<file path="src/rtl/serial_word_collector.sv">
`default_nettype none
// ============================================================================
//  Module      : serial_word_collector
//  Description : Packs the upstream shift register's serial output into
//                16-bit words, hands them out over valid/ready through a
//                one-word buffer and counts serial-line transitions.
//  Revision    : 1.0  initial release
// ============================================================================
module serial_word_collector #(
    parameter int NBITS = 4,
    parameter int NNIB  = 4,
    parameter int CNT_W = 8
) (
    input  logic                              CLK,
    input  logic                              RESET,
    input  logic                              ENB,
    input  logic                              S_IN,
    input  logic                              DIR,
    input  logic                              READY,
    input  logic                              CLR_OVR,
    output logic [NBITS*NNIB-1:0]             Q_OUT,
    output logic                              VALID,
    output logic                              OVERRUN,
    output logic [$clog2(NBITS*NNIB)-1:0]     BIT_CNT,
    output logic [CNT_W-1:0]                  TRANS_CNT
);

    localparam int c_WORD_W = NBITS * NNIB;
    localparam int c_BCNT_W = $clog2(c_WORD_W);

    localparam logic [c_BCNT_W-1:0] c_LAST_BIT  = c_BCNT_W'(c_WORD_W - 1);
    localparam logic [c_BCNT_W-1:0] c_BCNT_ONE  = c_BCNT_W'(1);
    localparam logic [CNT_W-1:0]    c_TRANS_MAX = {CNT_W{1'b1}};
    localparam logic [CNT_W-1:0]    c_TRANS_ONE = CNT_W'(1);

    typedef enum logic [0:0] {
        ST_IDLE = 1'b0,
        ST_RX   = 1'b1
    } state_t;

    state_t                state_q,   state_d;
    logic [c_WORD_W-1:0]   shift_q,   shift_d;
    logic [c_BCNT_W-1:0]   bit_cnt_q, bit_cnt_d;
    logic                  dir_q,     dir_d;
    logic [c_WORD_W-1:0]   word_q,    word_d;
    logic                  valid_q,   valid_d;
    logic                  ovr_q,     ovr_d;
    logic [CNT_W-1:0]      trans_q,   trans_d;
    logic                  prev_q,    prev_d;

    logic                  w_dir;
    logic [c_WORD_W-1:0]   w_shifted;
    logic                  w_complete;
    logic                  w_ovr_set;

    // The first bit of a word must already use the direction being latched.
    assign w_dir     = (state_q == ST_IDLE) ? DIR : dir_q;
    assign w_shifted = w_dir ? {S_IN, shift_q[c_WORD_W-1:1]}
                             : {shift_q[c_WORD_W-2:0], S_IN};

    // ------------------------------------------------------------------
    // Framing FSM and shift register
    // ------------------------------------------------------------------
    always_comb begin
        state_d    = state_q;
        shift_d    = shift_q;
        bit_cnt_d  = bit_cnt_q;
        dir_d      = dir_q;
        w_complete = 1'b0;

        if (ENB) begin
            shift_d = w_shifted;
            case (state_q)
                ST_IDLE: begin
                    dir_d     = DIR;
                    bit_cnt_d = c_BCNT_ONE;
                    state_d   = ST_RX;
                end
                ST_RX: begin
                    if (bit_cnt_q == c_LAST_BIT) begin
                        w_complete = 1'b1;
                        bit_cnt_d  = '0;
                        state_d    = ST_IDLE;
                    end else begin
                        bit_cnt_d = bit_cnt_q + c_BCNT_ONE;
                    end
                end
                default: begin
                    bit_cnt_d = '0;
                    state_d   = ST_IDLE;
                end
            endcase
        end
    end

    // ------------------------------------------------------------------
    // One-word output buffer with sticky overrun
    // ------------------------------------------------------------------
    always_comb begin
        word_d    = word_q;
        valid_d   = valid_q;
        w_ovr_set = 1'b0;

        if (w_complete) begin
            // A simultaneous transfer frees the buffer for the new word.
            if (!valid_q || READY) begin
                word_d  = w_shifted;
                valid_d = 1'b1;
            end else begin
                w_ovr_set = 1'b1;
            end
        end else if (valid_q && READY) begin
            valid_d = 1'b0;
        end

        if (w_ovr_set) begin
            ovr_d = 1'b1;
        end else if (CLR_OVR) begin
            ovr_d = 1'b0;
        end else begin
            ovr_d = ovr_q;
        end
    end

    // ------------------------------------------------------------------
    // Saturating transition counter
    // ------------------------------------------------------------------
    always_comb begin
        trans_d = trans_q;
        prev_d  = prev_q;

        if (ENB) begin
            if ((S_IN != prev_q) && (trans_q != c_TRANS_MAX)) begin
                trans_d = trans_q + c_TRANS_ONE;
            end
            prev_d = S_IN;
        end
    end

    // ------------------------------------------------------------------
    // State registers
    // ------------------------------------------------------------------
    always_ff @(posedge CLK or posedge RESET) begin
        if (RESET) begin
            state_q   <= ST_IDLE;
            shift_q   <= '0;
            bit_cnt_q <= '0;
            dir_q     <= 1'b0;
            word_q    <= '0;
            valid_q   <= 1'b0;
            ovr_q     <= 1'b0;
            trans_q   <= '0;
            prev_q    <= 1'b0;
        end else begin
            state_q   <= state_d;
            shift_q   <= shift_d;
            bit_cnt_q <= bit_cnt_d;
            dir_q     <= dir_d;
            word_q    <= word_d;
            valid_q   <= valid_d;
            ovr_q     <= ovr_d;
            trans_q   <= trans_d;
            prev_q    <= prev_d;
        end
    end

    assign Q_OUT     = word_q;
    assign VALID     = valid_q;
    assign OVERRUN   = ovr_q;
    assign BIT_CNT   = bit_cnt_q;
    assign TRANS_CNT = trans_q;

endmodule
`default_nettype wire

</file>
<file path="config.mk">
export PLATFORM = sky130hd
export DESIGN_NAME = serial_word_collector
export DESIGN_NICKNAME = d
export VERILOG_FILES = /design/src/rtl/serial_word_collector.sv
export SDC_FILE = /design/constraint.sdc
export NUM_CORES = 1
export LEC_CHECK = 0
export CORE_MARGIN = 2
export CORE_UTILIZATION = 50
export CTS_BUF_LIST = sky130_fd_sc_hd__clkbuf_16
export DETAILED_ROUTE_END_ITERATION = 6
export PLACE_DENSITY = 0.76
export SYNTH_ARGS = -nofsm -noshare
export SYNTH_HDL_FRONTEND = slang
export SYNTH_SLANG_ARGS = --single-unit
</file>
<file path="constraint.sdc">
create_clock -name CLK -period 1.87 [get_ports CLK]
set_input_delay 0.4675 -clock CLK [delete_from_list [all_inputs] [get_ports CLK]]
set_output_delay 0.4675 -clock CLK [all_outputs]
set_load 0.02 [all_outputs]
</file>
# Yosys cells after proc, flatten, opt, wreduce, memory -nomap -nowiden
# Index checks and enable logic that the tools add are counted.
# op_classes
n_addsub	2
n_bitwise	1
n_reduce_logical	9
mux	16
n_eq_ne	4
# op_table
cell	count
16-bit 2-to-1 mux	1
1-bit 2-to-1 mux	12
8-bit by 1-bit adder with 8-bit output (second input constant)	1
8-bit inequality test (second input constant)	1
4-bit one-hot mux with 2 select lines	1
2-bit AND reduction	3
4-bit by 1-bit adder with 4-bit output (second input constant)	1
4-bit == test (second input constant)	1
4-bit 2-to-1 mux	1
2-bit nonzero test	2
1-bit logical AND	2
2-bit by 1-bit inequality test with 1-bit output (second input constant)	1
1-bit one-hot mux with 2 select lines	1
1-bit logical NOT	1
1-bit logical OR	1
1-bit inequality test	1
1-bit NOT	1
# totals
output_inout_bits	30
register_bits	49

# Logic depth before layout (Yosys ltp)
# depth
word_depth	6
ltp_mapped	6
mapped_depth_nobuf	5

# Worst setup path after synthesis
# No wires, ideal clock.
# synth_timing
path_kind	flip-flop to flip-flop
from	reg bit_cnt_q[0], in the netlist BIT_CNT[0]
to	reg word_q[10], in the netlist Q_OUT[10]
required_ns	1.735
setup_slack_ns	0.304
path_stages_with_launch	6
n_path_buf	1
setup_ns	0.135
t_arrival_ns	1.431
path_cell_list	dfrtp_1 ha_1 and3_1 nand4_1 clkbuf_1 o21ai_0
# synth_between
elab_chain_len	5
# synth_rtl
element	line_no	source
start, declared	43	logic [c_BCNT_W-1:0] bit_cnt_q, bit_cnt_d;
start signal, assigned	157	bit_cnt_q <= bit_cnt_d;
4-bit == test	80	if (bit_cnt_q == c_LAST_BIT) begin
1-bit 2-to-1 mux	80	
1-bit 2-to-1 mux	73	case (state_q)
1-bit 2-to-1 mux	71	if (ENB) begin
2-bit AND reduction (no line)	n/a	
end signal, assigned	159	word_q <= word_d;
end, declared	45	logic [c_WORD_W-1:0] word_q, word_d;
# No other way between the ends.
# A chain may end at the register's enable or synchronous reset.

# Worst setup path after layout
# layout_timing
from	reg bit_cnt_q[2], in the netlist BIT_CNT[2]
to	out BIT_CNT[2]
# layout_rtl
element	line_no	source
end, declared	24	output logic [$clog2(NBITS*NNIB)-1:0] BIT_CNT,
# No word-level cell between the ends.

==> flow_metrics.env <==
export IMPL_ant_nets=0
export IMPL_reg2reg_to="TRANS_CNT[7]"
export IMPL_rows=23
export IMPL_instances_no_fill=292
export IMPL_crit_chain="clkdlybuf4s50_1"
export IMPL_nNetsFinal=250
export IMPL_clk_pin_slew_ns=0.06
export IMPL_timing_final_ws_setup_ns=0.04610
export IMPL_htree_levels=2
export IMPL_cap_violations=0
export IMPL_grt_start_max_net_pins=50
export IMPL_synth_most_common_cell="dfrtp_1"
export IMPL_syn_inst=199
export IMPL_drive_above_1_share_pct=9.504
export IMPL_worstPathRequired_ns=1.40
export IMPL_grt_met3_usage_pct=4.797
export IMPL_synth_top_area_share_pct=57.44
export IMPL_clock_path_buffers=2
export IMPL_root_buffer="clkbuf_16"
export IMPL_hp_start="Q_OUT[11]"
export IMPL_place_congestion=0.8343
export IMPL_syn_area_um2=2135
export IMPL_grt_pass1_vias=1469
export IMPL_crit_path_end_kind="output pin"
export IMPL_clock_sinks=49
export IMPL_cellLeakagePower_nw=1.264
export IMPL_cp_num_buf_inv=1
export IMPL_ys_top_cells_by_count="49 x dfrtp_1, 25 x nand2_1, 17 x nor2_1"
export IMPL_min_path_type="flop to flop"
export IMPL_numCtsBuffers=5
export IMPL_ios=37
export IMPL_min_period_over_period_pct=97.53
export IMPL_track_usage_pct=16.92
export IMPL_drc_errors=0
export IMPL_seq_area_frac_synth_pct=57.44
export IMPL_ys_ff_latch=49
export IMPL_holdPathStages=2
export IMPL_status="completed"
export IMPL_wirelength_mm=3.693
export IMPL_yosysWarnings=0
export IMPL_slew_limit_headroom_pct=76.57
export IMPL_synth_edf_count=0
export IMPL_syn_area_per_cell_um2=10.73
export IMPL_area_growth_synth_to_final_pct=28.72
export IMPL_ys_types=33
export IMPL_antenna_found_initial=0
export IMPL_hpwl_mm=2.501
export IMPL_finalMaxSlewViolations=0
export IMPL_post_cts_setup_buffers=0
export IMPL_drt_iter0_markers=97
export IMPL_port_buffers=36
export IMPL_fmax_mhz=548.3
export IMPL_rr_worst_depth=4
export IMPL_start_util_pct=52.61
export IMPL_yosys_area_top_type="dfrtp_1"
export IMPL_post_place_cells=284
export IMPL_crit_arrival_ns=1.36
export IMPL_synthTopCellsByArea="dfrtp_1 57%, mux2i_1 7.5%, nand2_1 4.4%"
export IMPL_slowest_delay_ns=0.64
export IMPL_grt_busiest_layer="met2"
export IMPL_clock_skew_ns=0.004590
export IMPL_die_area_um2=4808
export IMPL_drt_wirelength_per_cell_um=12.65
export IMPL_synth_ff_type="dfrtp_1"
export IMPL_crit_path_top_delay_cell="clkdlybuf4s50_1"
export IMPL_first_pass_iters=4
export IMPL_hold_path_end="Q_OUT[11]"
export IMPL_overflow=0
export IMPL_critical_path_peak_fanout=6
export IMPL_crit_path_start_kind="flop"
export IMPL_die_w_um=69.34
export IMPL_synth_fp_nets=208
export IMPL_route_detailed_vias_per_inst=5.267
export IMPL_met1_usage_pct=21.02
export IMPL_timing_rr_start="TRANS_CNT[0]"
export IMPL_rsz0062_at_grt="false"
export IMPL_power_density_nw_per_um2=1639
export IMPL_worst_pin_slew_ns=0.3466
export IMPL_grt_pass1_wl_mm=6.472
export IMPL_dp_slack_ns=-0.03513
export IMPL_setup_viol=0
export IMPL_clk_insertion_delay_late_ns=0.29
export IMPL_grt_use_met2_pct=27.67
export IMPL_crit_type="flop to output pin"
export IMPL_die_h_um=69.34
export IMPL_ir_worst_vdd_mv=0.7508
export IMPL_num_antenna_cells=0
export IMPL_min_period_ns=1.824
export IMPL_rrSetupSlack_ns=0.39
export IMPL_hold_viol=0
export IMPL_vias=1538
export IMPL_cts_tree="yes"
export IMPL_fin_util_pct=67.72
export IMPL_core_um2=4058
export IMPL_synthArstFlopShare_pct=100.0
export IMPL_cp_top_family="buffers and inverters"
layout by cell type, fill, tap and decap left out, drive strengths merged, types with 5 or more instances in the layout:
master / netlist / routed
a21oi: 16 / 16
nand3: 9 / 9
inv: 4 / 5
clkbuf: 7 / 5
mux2i: 17 / 17
o21ai: 19 / 19
dfrtp: 49 / 49
nor2: 17 / 17
clkdlybuf4s50: 0 / 33
buf: 3 / 9
nand2: 25 / 25
final cells by class:
| class | count | area, um^2 |
|---|---|---|
| clock buffer | 5 | 125.1 |
| clock inverter | 3 | 18.77 |
| fill | 312 | 1310 |
| inverter | 4 | 15.01 |
| multi-input combinational | 136 | 830.8 |
| sequential | 49 | 1226 |
| tap | 50 | 62.56 |
| timing repair buffer | 45 | 469.2 |
metrics by stage:
step                setup TNS (ns)  total power [W]  instance area (um^2)  hold slack [ns]
CTS                              0         0.004585                  2743           0.4849
finish                           0         0.004504                  2748           0.4805
global placement         -0.006065         0.003649                  2600           0.4614
detailed placement        -0.06371         0.003696                  2600           0.4702
global route                     0         0.004822                  2748           0.5212
floorplan                        0         0.002938                  2135           0.4886
cell families (layout without fill, tap and decap cells):
logic type	count (synthesis)	after routing	share of synthesized area, %
multiplexers	21	21	10.67
buffers and inverters	14	57	3.634
AO/OA/AOI/OAI	43	43	11.08
AND/OR/NAND/NOR	65	65	13.95
adder cells (fa/ha/maj)	2	2	1.172
XOR/XNOR	5	5	2.052
flip-flops	49	49	57.44
per-layer routing:
metal,up-vias,wire [um]
met3,5,194
li1,778,-
met4,0,72
met2,39,1730
met5,-,0
met1,716,1696
state kept, by name, indices dropped and copies added (netlist names):
register / count
TRANS_CNT: 8
OVERRUN: 1
state_q: 1
prev_q: 1
Q_OUT: 16
dir_q: 1
shift_q: 16
BIT_CNT: 4
VALID: 1
worst max-delay path by stage:
stage	startpoint	endpoint	slack [ns]	cells after the start
finish	BIT_CNT[2]	BIT_CNT[2]	0.05	1
global route	BIT_CNT[2]	BIT_CNT[2]	0.009	1
CTS	TRANS_CNT[3]	TRANS_CNT[3]	0.02	1
detailed placement	S_IN	TRANS_CNT[4]	-0.04	5
global placement	S_IN	TRANS_CNT[4]	-0.006	5
floorplan	RESET	BIT_CNT[0]	0.23	1
power by group:
part | internal (W) | switching (W)
Sequential | 0.00148 | 0.000338
Combinational | 0.000921 | 0.000896
Clock | 0.000490 | 0.000379
repair_timing:
| item | 4_1_cts | 5_1_grt |
|---|---|---|
| hold endpoints to repair | 0 | 0 |
| hold buffers | 0 | 0 |
| gates resized for setup | 1 | 2 |
| cloned | 0 | 0 |
| setup endpoints to repair | 1 | 2 |
(Power assumes the default switching activity.)
